===== src/rtl/ram_bist.sv =====
// ram_bist: march-test BIST master (write P, read P / write ~P, read ~P) for a single-port RAM
module ram_bist #(
  parameter int DEPTH = 16,
  parameter int RD_LAT = 1,
  parameter logic [31:0] PATTERN = 32'hAAAA_AAAA
) (
  input  logic        clk,
  input  logic        rst,
  input  logic        start_i,
  output logic        we_o,
  output logic [31:0] addr_o,
  output logic [31:0] data_o,
  input  logic [31:0] data_i,
  output logic        busy_o,
  output logic        done_o,
  output logic        pass_o,
  output logic [15:0] err_cnt_o,
  output logic [31:0] fail_addr_o,
  output logic [31:0] fail_data_o
);
  typedef enum logic [2:0] {IDLE, WR0, RD0, WR1, RD1, DONE} state_t;
  localparam logic [15:0] LAST = 16'(DEPTH - 1);
  localparam logic [1:0] LAT = 2'(RD_LAT);
  state_t st_q, st_d;
  logic [15:0] idx_q, idx_d, err_q, err_d;
  logic [1:0] cnt_q, cnt_d;
  logic [31:0] fail_addr_q, fail_addr_d, fail_data_q, fail_data_d, addr_q, addr_d, data_q, data_d, exp_data;
  logic pass_q, pass_d, we_q, we_d, busy_q, busy_d, done_q, done_d, cmp, miss;
  always_comb begin
    st_d = st_q;
    idx_d = idx_q;
    cnt_d = cnt_q;
    err_d = err_q;
    fail_addr_d = fail_addr_q;
    fail_data_d = fail_data_q;
    pass_d = pass_q;
    cmp = (st_q == RD0 || st_q == RD1) && cnt_q == LAT;
    exp_data = st_q == RD1 ? ~PATTERN : PATTERN;
    miss = cmp && (data_i !== exp_data);
    if (miss) begin
      err_d = err_q == 16'hFFFF ? err_q : err_q + 16'd1;
      fail_addr_d = err_q == 16'd0 ? {16'd0, idx_q} : fail_addr_q;
      fail_data_d = err_q == 16'd0 ? data_i : fail_data_q;
    end
    unique case (st_q)
      IDLE: if (start_i) begin
        st_d = WR0;
        idx_d = 16'd0;
        cnt_d = 2'd0;
        err_d = 16'd0;
        fail_addr_d = 32'd0;
        fail_data_d = 32'd0;
        pass_d = 1'b0;
      end
      WR0: begin
        st_d = idx_q == LAST ? RD0 : WR0;
        idx_d = idx_q == LAST ? 16'd0 : idx_q + 16'd1;
      end
      RD0: begin
        st_d = cmp ? WR1 : RD0;
        cnt_d = cmp ? 2'd0 : cnt_q + 2'd1;
      end
      WR1: begin
        st_d = idx_q == LAST ? RD1 : RD0;
        idx_d = idx_q == LAST ? idx_q : idx_q + 16'd1;
      end
      RD1: begin
        st_d = cmp && idx_q == 16'd0 ? DONE : RD1;
        idx_d = cmp && idx_q != 16'd0 ? idx_q - 16'd1 : idx_q;
        cnt_d = cmp ? 2'd0 : cnt_q + 2'd1;
      end
      DONE: st_d = IDLE;
      default: st_d = IDLE;
    endcase
    if (st_d == DONE) pass_d = err_d == 16'd0;
    we_d = st_d == WR0 || st_d == WR1;
    addr_d = st_d == IDLE ? 32'd0 : {16'd0, idx_d};
    data_d = st_d == WR0 ? PATTERN : st_d == WR1 ? ~PATTERN : 32'd0;
    busy_d = st_d != IDLE;
    done_d = st_d == DONE;
  end
  always_ff @(posedge clk) begin
    if (rst) begin
      st_q <= IDLE;
      idx_q <= 16'd0;
      cnt_q <= 2'd0;
      err_q <= 16'd0;
      fail_addr_q <= 32'd0;
      fail_data_q <= 32'd0;
      pass_q <= 1'b0;
      we_q <= 1'b0;
      addr_q <= 32'd0;
      data_q <= 32'd0;
      busy_q <= 1'b0;
      done_q <= 1'b0;
    end else begin
      st_q <= st_d;
      idx_q <= idx_d;
      cnt_q <= cnt_d;
      err_q <= err_d;
      fail_addr_q <= fail_addr_d;
      fail_data_q <= fail_data_d;
      pass_q <= pass_d;
      we_q <= we_d;
      addr_q <= addr_d;
      data_q <= data_d;
      busy_q <= busy_d;
      done_q <= done_d;
    end
  end
  assign we_o = we_q;
  assign addr_o = addr_q;
  assign data_o = data_q;
  assign busy_o = busy_q;
  assign done_o = done_q;
  assign pass_o = pass_q;
  assign err_cnt_o = err_q;
  assign fail_addr_o = fail_addr_q;
  assign fail_data_o = fail_data_q;
endmodule


===== config.mk =====
export PLATFORM = sky130hd
export DESIGN_NAME = ram_bist
export DESIGN_NICKNAME = d
export VERILOG_FILES = /design/src/rtl/ram_bist.sv
export SDC_FILE = /design/constraint.sdc
export NUM_CORES = 1
export LEC_CHECK = 0
export BUFFER_PORTS_ARGS = -buffer_cell sky130_fd_sc_hd__buf_2
export CORE_MARGIN = 8
export CORE_UTILIZATION = 30
export CTS_BUF_LIST = sky130_fd_sc_hd__clkbuf_4 sky130_fd_sc_hd__clkbuf_8
export DETAILED_ROUTE_END_ITERATION = 8
export GPL_ROUTABILITY_DRIVEN = 0
export PLACE_DENSITY = 0.55
export SYNTH_ARGS = -nofsm -noshare
export SYNTH_HDL_FRONTEND = slang
export SYNTH_SLANG_ARGS = --single-unit

===== constraint.sdc =====
create_clock -name clk -period 2.6 [get_ports clk]
set_input_delay 0.39 -clock clk [delete_from_list [all_inputs] [get_ports clk]]
set_output_delay 0.39 -clock clk [all_outputs]
set_load 0.01 [all_outputs]

* Yosys cells after proc, flatten, opt, wreduce, memory -nomap -nowiden
Cells that the tools add are included.
** Storage, ports and cells
- Register bits :: 169
- Latch bits :: 0
- RAM bits :: 0
- Memory bits (read-only) :: 0
- Bits of input ports :: 35
- Output and inout bits :: 148
- Word-level logic and storage cells :: 83
- Memories kept :: 0
** Operators by class
- Add/subtract/negate cells :: 4
- Multiply operators :: 0
- Divide/modulo/power cells :: 0
- Order comparisons :: 0
- Eq/ne operators :: 12
- Shift operators :: 0
- Mux-type cells :: 32
- Bitwise operators :: 0
- Reduce and logical (&&, ||, !) cells :: 21
** Operator list (number)
- $mux 32 :: 10
- $mux 16 :: 8
- $pmux 16 s4 :: 1
- $logic_not 16->1 :: 3
- $add 16x1->16 const B :: 2
- $nex 32x32->1 :: 1
- $mux 31 :: 1
- $eq 16x16->1 const B :: 1
- $eq 16x4->1 const B :: 1
- $reduce_bool 16->1 :: 1
- $sub 16x1->16 const B :: 1
- $pmux 3 s5 :: 1
- $eq 3x2->1 const B :: 3
- $eq 3x1->1 const B :: 2
- $eq 3x3->1 const B :: 2
- $logic_not 3->1 :: 2
- $mux 2 :: 3
- $mux 3 :: 2
- $reduce_bool 2->1 :: 3
- $reduce_or 2->1 :: 3
- $mux 1 :: 5
- $logic_and 1x1->1 :: 4
- $pmux 2 s2 :: 1
- $reduce_and 2->1 :: 2
- 5 further kinds :: 6

* Longest topological paths before layout
- Depth in word-level cells :: 9
- Gate-level depth with buffers :: 11
- Gate-level depth less buffers :: 11

* Worst setup path after synthesis
No wires, ideal clock.
- Path kind :: register to register
- Start point :: register err_q[0], in the netlist err_cnt_o[0]
- End point :: register pass_q, in the netlist pass_o
- Library setup time :: 0.069 ns
- Data arrival time :: 2.542 ns
- Data required time :: 2.531 ns
- Slack :: -0.010 ns
- Cell stages (with the launch flop) :: 10
- Clock period less this slack :: 2.610 ns
- Cell sequence :: dfxtp_1 -> ha_1 -> nand4_1 -> or3_1 -> or2_2 -> o32ai_1 -> mux2i_1 -> o221ai_1 -> or4_1 -> o21ai_1
** On the way
- Cells in the longest elaborated chain, start to end :: 7
- Elaborated cells on any way between the ends :: 8
** RTL lines
- start: declaration :: RTL line 25 : logic [15:0] idx_q, idx_d, err_q, err_d;
- start signal: assignment :: RTL line 100 : err_q <= err_d;
- $add 16x1->16 or $eq 16x16->1 (tied branches) :: RTL line 41 : err_d = err_q == 16'hFFFF ? err_q : err_q + 16'd1;
- $mux 16 :: RTL line 41
- $mux 16 (*) :: RTL line 40 : if (miss) begin
- $mux 16 :: RTL line 46 : IDLE: if (start_i) begin
- $mux 16 (*) :: RTL line 45 : unique case (st_q)
- $logic_not 16->1 (*) :: RTL line 75 : if (st_d == DONE) pass_d = err_d == 16'd0;
- $mux 1 (*) :: RTL line 75
- end signal: assignment :: RTL line 103 : pass_q <= pass_d;
- end: declaration :: RTL line 28 : logic pass_q, pass_d, we_q, we_d, busy_q, busy_d, done_q, done_d, cmp, miss;
Mark *: on every way between the ends. The rest lies on a longest branch, timed or not.
A chain may end at the register's enable or synchronous reset.

* Worst setup path after layout
Ends and elaborated chain as after synthesis.

==> flow_metrics.env <==
export IMPL_clockBufferDepth=2
export IMPL_ff2ff_path_depth=10
export IMPL_seq_area_um2=2466
export IMPL_dp_hpwl_um=14510
export IMPL_yosys_most_used_dff="dfxtp_1"
export IMPL_synth_top_area_share_pct=41.69
export IMPL_syn2layout_area_growth_pct=35.17
export IMPL_design_power_total_mw=3.727
export IMPL_design_core_area_um2=19400
export IMPL_fin_cells=1226
export IMPL_synth_ff_latch_count=123
export IMPL_drtPass1Iterations=5
export IMPL_skew_ns=0.02094
export IMPL_fin_crit_sh_pct=98.94
export IMPL_clkLatencyLatePin_ns=0.46
export IMPL_rows=51
export IMPL_fin_crit_ns=2.572
export IMPL_crit_family="simple AND/OR/NAND/NOR gates"
export IMPL_preCtsSetupSlack_ns=-0.3806
export IMPL_drive_gt1_share_pct=37.36
export IMPL_grt_pass1_vias=5463
export IMPL_crit_path_end_kind="flip-flop"
export IMPL_r2r_end="pass_o$_SDFFE_PP0P_"
export IMPL_grt_max_degree=44
export IMPL_worstSetupEndpoint="pass_o$_SDFFE_PP0P_"
export IMPL_drc=0
export IMPL_antenna_found_initial=0
export IMPL_drt_initial_drc_count=399
export IMPL_finalSetupViolations=0
export IMPL_viasPerCell=4.726
export IMPL_path_depth=10
export IMPL_antenna_left=0
export IMPL_netlist_area_um2=5906
export IMPL_cts_buffers=17
export IMPL_seq_area_frac_synth_pct=41.69
export IMPL_cts_tree="done"
export IMPL_synth_most_common_cell="nand2_1"
export IMPL_worstSetupStartpointType="flip-flop"
export IMPL_cp_data_arrival_time_ns=2.96
export IMPL_slowest_stage="or4_4"
export IMPL_synth_area_leaders="dfxtp_1 42%, nand2_1 8.1%, buf_4 6.1%, a21oi_1 5.6%, nor2_1 4.2%"
export IMPL_crit_start="err_cnt_o[0]$_SDFF_PP0_"
export IMPL_grt_pass1_wl_um=29640
export IMPL_synth_common_cells="127 x nand2_1, 123 x dfxtp_1, 66 x a21oi_1, 66 x nor2_1, 48 x buf_4"
export IMPL_hold_path_class="in2reg"
export IMPL_leakage_nw=3.507
export IMPL_grt_usage_pct=15.32
export IMPL_synth_edf_count=0
export IMPL_ioPinCount=183
export IMPL_setup_ws_ns=0.02755
export IMPL_cts_clk_slew_worst_paths_ns=0.08
export IMPL_stdcell_area_um2=7983
export IMPL_clock_sinks=123
export IMPL_die_x_um=156.3
export IMPL_path_class="reg2reg"
export IMPL_dpl_cell_count=1188
export IMPL_worstPathRequired_ns=2.98
export IMPL_synthCells=725
export IMPL_status="finished clean"
export IMPL_finalMaxSlewViolations=0
export IMPL_slew_headroom_pct=37.49
export IMPL_synthArstFlopShare_pct=0
export IMPL_finalNetCount=988
export IMPL_yosysTopAreaCell="dfxtp_1"
export IMPL_cp_max_fo=5
export IMPL_routed_wl_um=19370
export IMPL_path_buf_inv=1
export IMPL_root_buffer="clkbuf_8"
export IMPL_grt_overflow=0
export IMPL_htreeDepth=4
export IMPL_hold_violations=0
export IMPL_hold_buffers=0
export IMPL_wl_per_cell_um=15.80
export IMPL_rsz0062_at_grt="yes"
export IMPL_hold_depth=3
export IMPL_fillers=2079
export IMPL_die_area_um2=24430
export IMPL_max_stage_delay_ns=0.64
export IMPL_ir_drop_mv=0.3064
export IMPL_syn_avg_cell_area_um2=8.146
export IMPL_crit_chain="ha_4, nand4_1, or4_4, o2111ai_4, buf_6, a21oi_2, mux2i_1, a2bb2oi_1, or4_1, o21ai_1"
export IMPL_drv_cap=0
export IMPL_portBuffers=166
export IMPL_dieHeight_um=156.3
export IMPL_r2r_start="err_cnt_o[0]$_SDFF_PP0_"
export IMPL_start_util_pct=30.44
export IMPL_yosys_warnings=0
export IMPL_max_slew_worst_pin_slew_ns=0.9342
export IMPL_n_antenna_cell=0
export IMPL_via_count=5794
export IMPL_multi_input_area_um2=3060
export IMPL_synth_cell_type_count=70
export IMPL_p_per_area_nw_per_um2=466.9
export IMPL_r2r_slack_ns=0.03
export IMPL_postLayoutCoreUtil_pct=41.15
export IMPL_max_freq_mhz=388.7
export IMPL_placed_cell_area_um2=7408
[metal layers]
layer | global-route usage [%] | vias to the layer above | wire, um
met4 | 4.073 | 0 | 230
met2 | 25.43 | 186 | 9257
met5 | 0 | - | 0
met3 | 4.550 | 21 | 1310
li1 | - | 2922 | -
met1 | 18.92 | 2665 | 8569
[per-stage QoR]
step / setup TNS, ns / hold WS, ns
after global routing: -0.1385 / 0.1687
after global placement: -2.629 / 0.4361
after CTS: 0 / 0.1650
after detailed placement: -0.6467 / 0.4407
final: 0 / 0.1986
after floorplan: 0 / 0.4512
[cell usage in the layout (no fill, tap or decap), types with 7 or more instances in the layout]
cell type	Yosys	routed
buf_2	7	166
nand2_1	127	126
dfxtp_1	123	120
buf_4	48	105
a21oi_1	66	66
nor2_1	66	63
and3_1	26	25
clkbuf_8	0	19
nand4_1	17	17
nor4bb_1	17	16
conb_1	1	16
nor3_1	16	14
inv_1	13	13
o21ai_0	12	12
nand3_1	12	12
xnor2_1	10	9
and2_1	7	7
nor2b_1	7	7
[worst min path at each step]
stage | startpoint | endpoint | slack (ns)
3_3_place_gp | fail_data_o[16]$_SDFF_PP0_ | fail_data_o[16]$_SDFF_PP0_ | 0.44
5_1_grt | data_i[0] | fail_data_o[0]$_SDFF_PP0_ | 0.17
4_1_cts | data_i[0] | fail_data_o[0]$_SDFF_PP0_ | 0.16
3_5_place_dp | fail_data_o[20]$_SDFF_PP0_ | fail_data_o[20]$_SDFF_PP0_ | 0.44
6_report | data_i[7] | fail_data_o[7]$_SDFF_PP0_ | 0.20
2_1_floorplan | cnt_q[1]$_SDFFE_PP0P_ | cnt_q[1]$_SDFFE_PP0P_ | 0.45
[power by group]
| group | switching [mW] | internal [mW] |
|---|---|---|
| Combinational | 0.174 | 0.106 |
| Sequential | 0.00772 | 1.89 |
| Clock | 0.839 | 0.709 |
| Total | 1.02 | 2.71 |
[sequential cells by signal, summed over array words and instances, names as in the netlist]
| register | flops |
|---|---|
| fail_data_o | 32 |
| cnt_q | 2 |
| addr_o | 16 |
| busy_o | 1 |
| data_o | 2 |
| st_q | 3 |
| err_cnt_o | 16 |
| pass_o | 1 |
| done_o | 1 |
| we_o | 1 |
| idx_q | 16 |
| fail_addr_o | 32 |
[worst register-to-register path, stage by stage, from the launching register on]
cell	delay (ns)
dfxtp_2	0.35
ha_4	0.13
nand4_1	0.14
or4_4	0.64
o2111ai_4	0.14
buf_6	0.14
a21oi_2	0.06
mux2i_1	0.16
a2bb2oi_1	0.10
or4_1	0.53
o21ai_1	0.13
[cell type report]
type                            count  area share [%]
Clock buffer                       19           3.276
Clock inverter                     13           1.191
Inverter                           14          0.6583
Multi-Input combinational cell    514           38.34
Sequential cell                   123           30.89
Tap cell                          265           4.154
Timing Repair Buffer              278           21.49
[cells by family (layout without fill, tap and decap cells)]
group           count (synthesis)  after routing  synth area share (%)
compound gates                137            137                 15.32
xor+xnor                       14             14                 2.076
fa+ha+maj                       5              5                 1.059
buf+inv                       103            324                 10.00
flops                         123            123                 41.69
mux                             3              3                0.5085
other cells                     1             16               0.06350
simple gates                  339            339                 29.28
[timing repair]
item | 4_1_cts | 5_1_grt
setup endpoints to repair | 9 | 28
gates resized for setup | 6 | 29
hold endpoints to repair | 0 | 0
pin swaps | 0 | 15
buffers inserted | 0 | 6
Power figures use the tool's default switching activity.
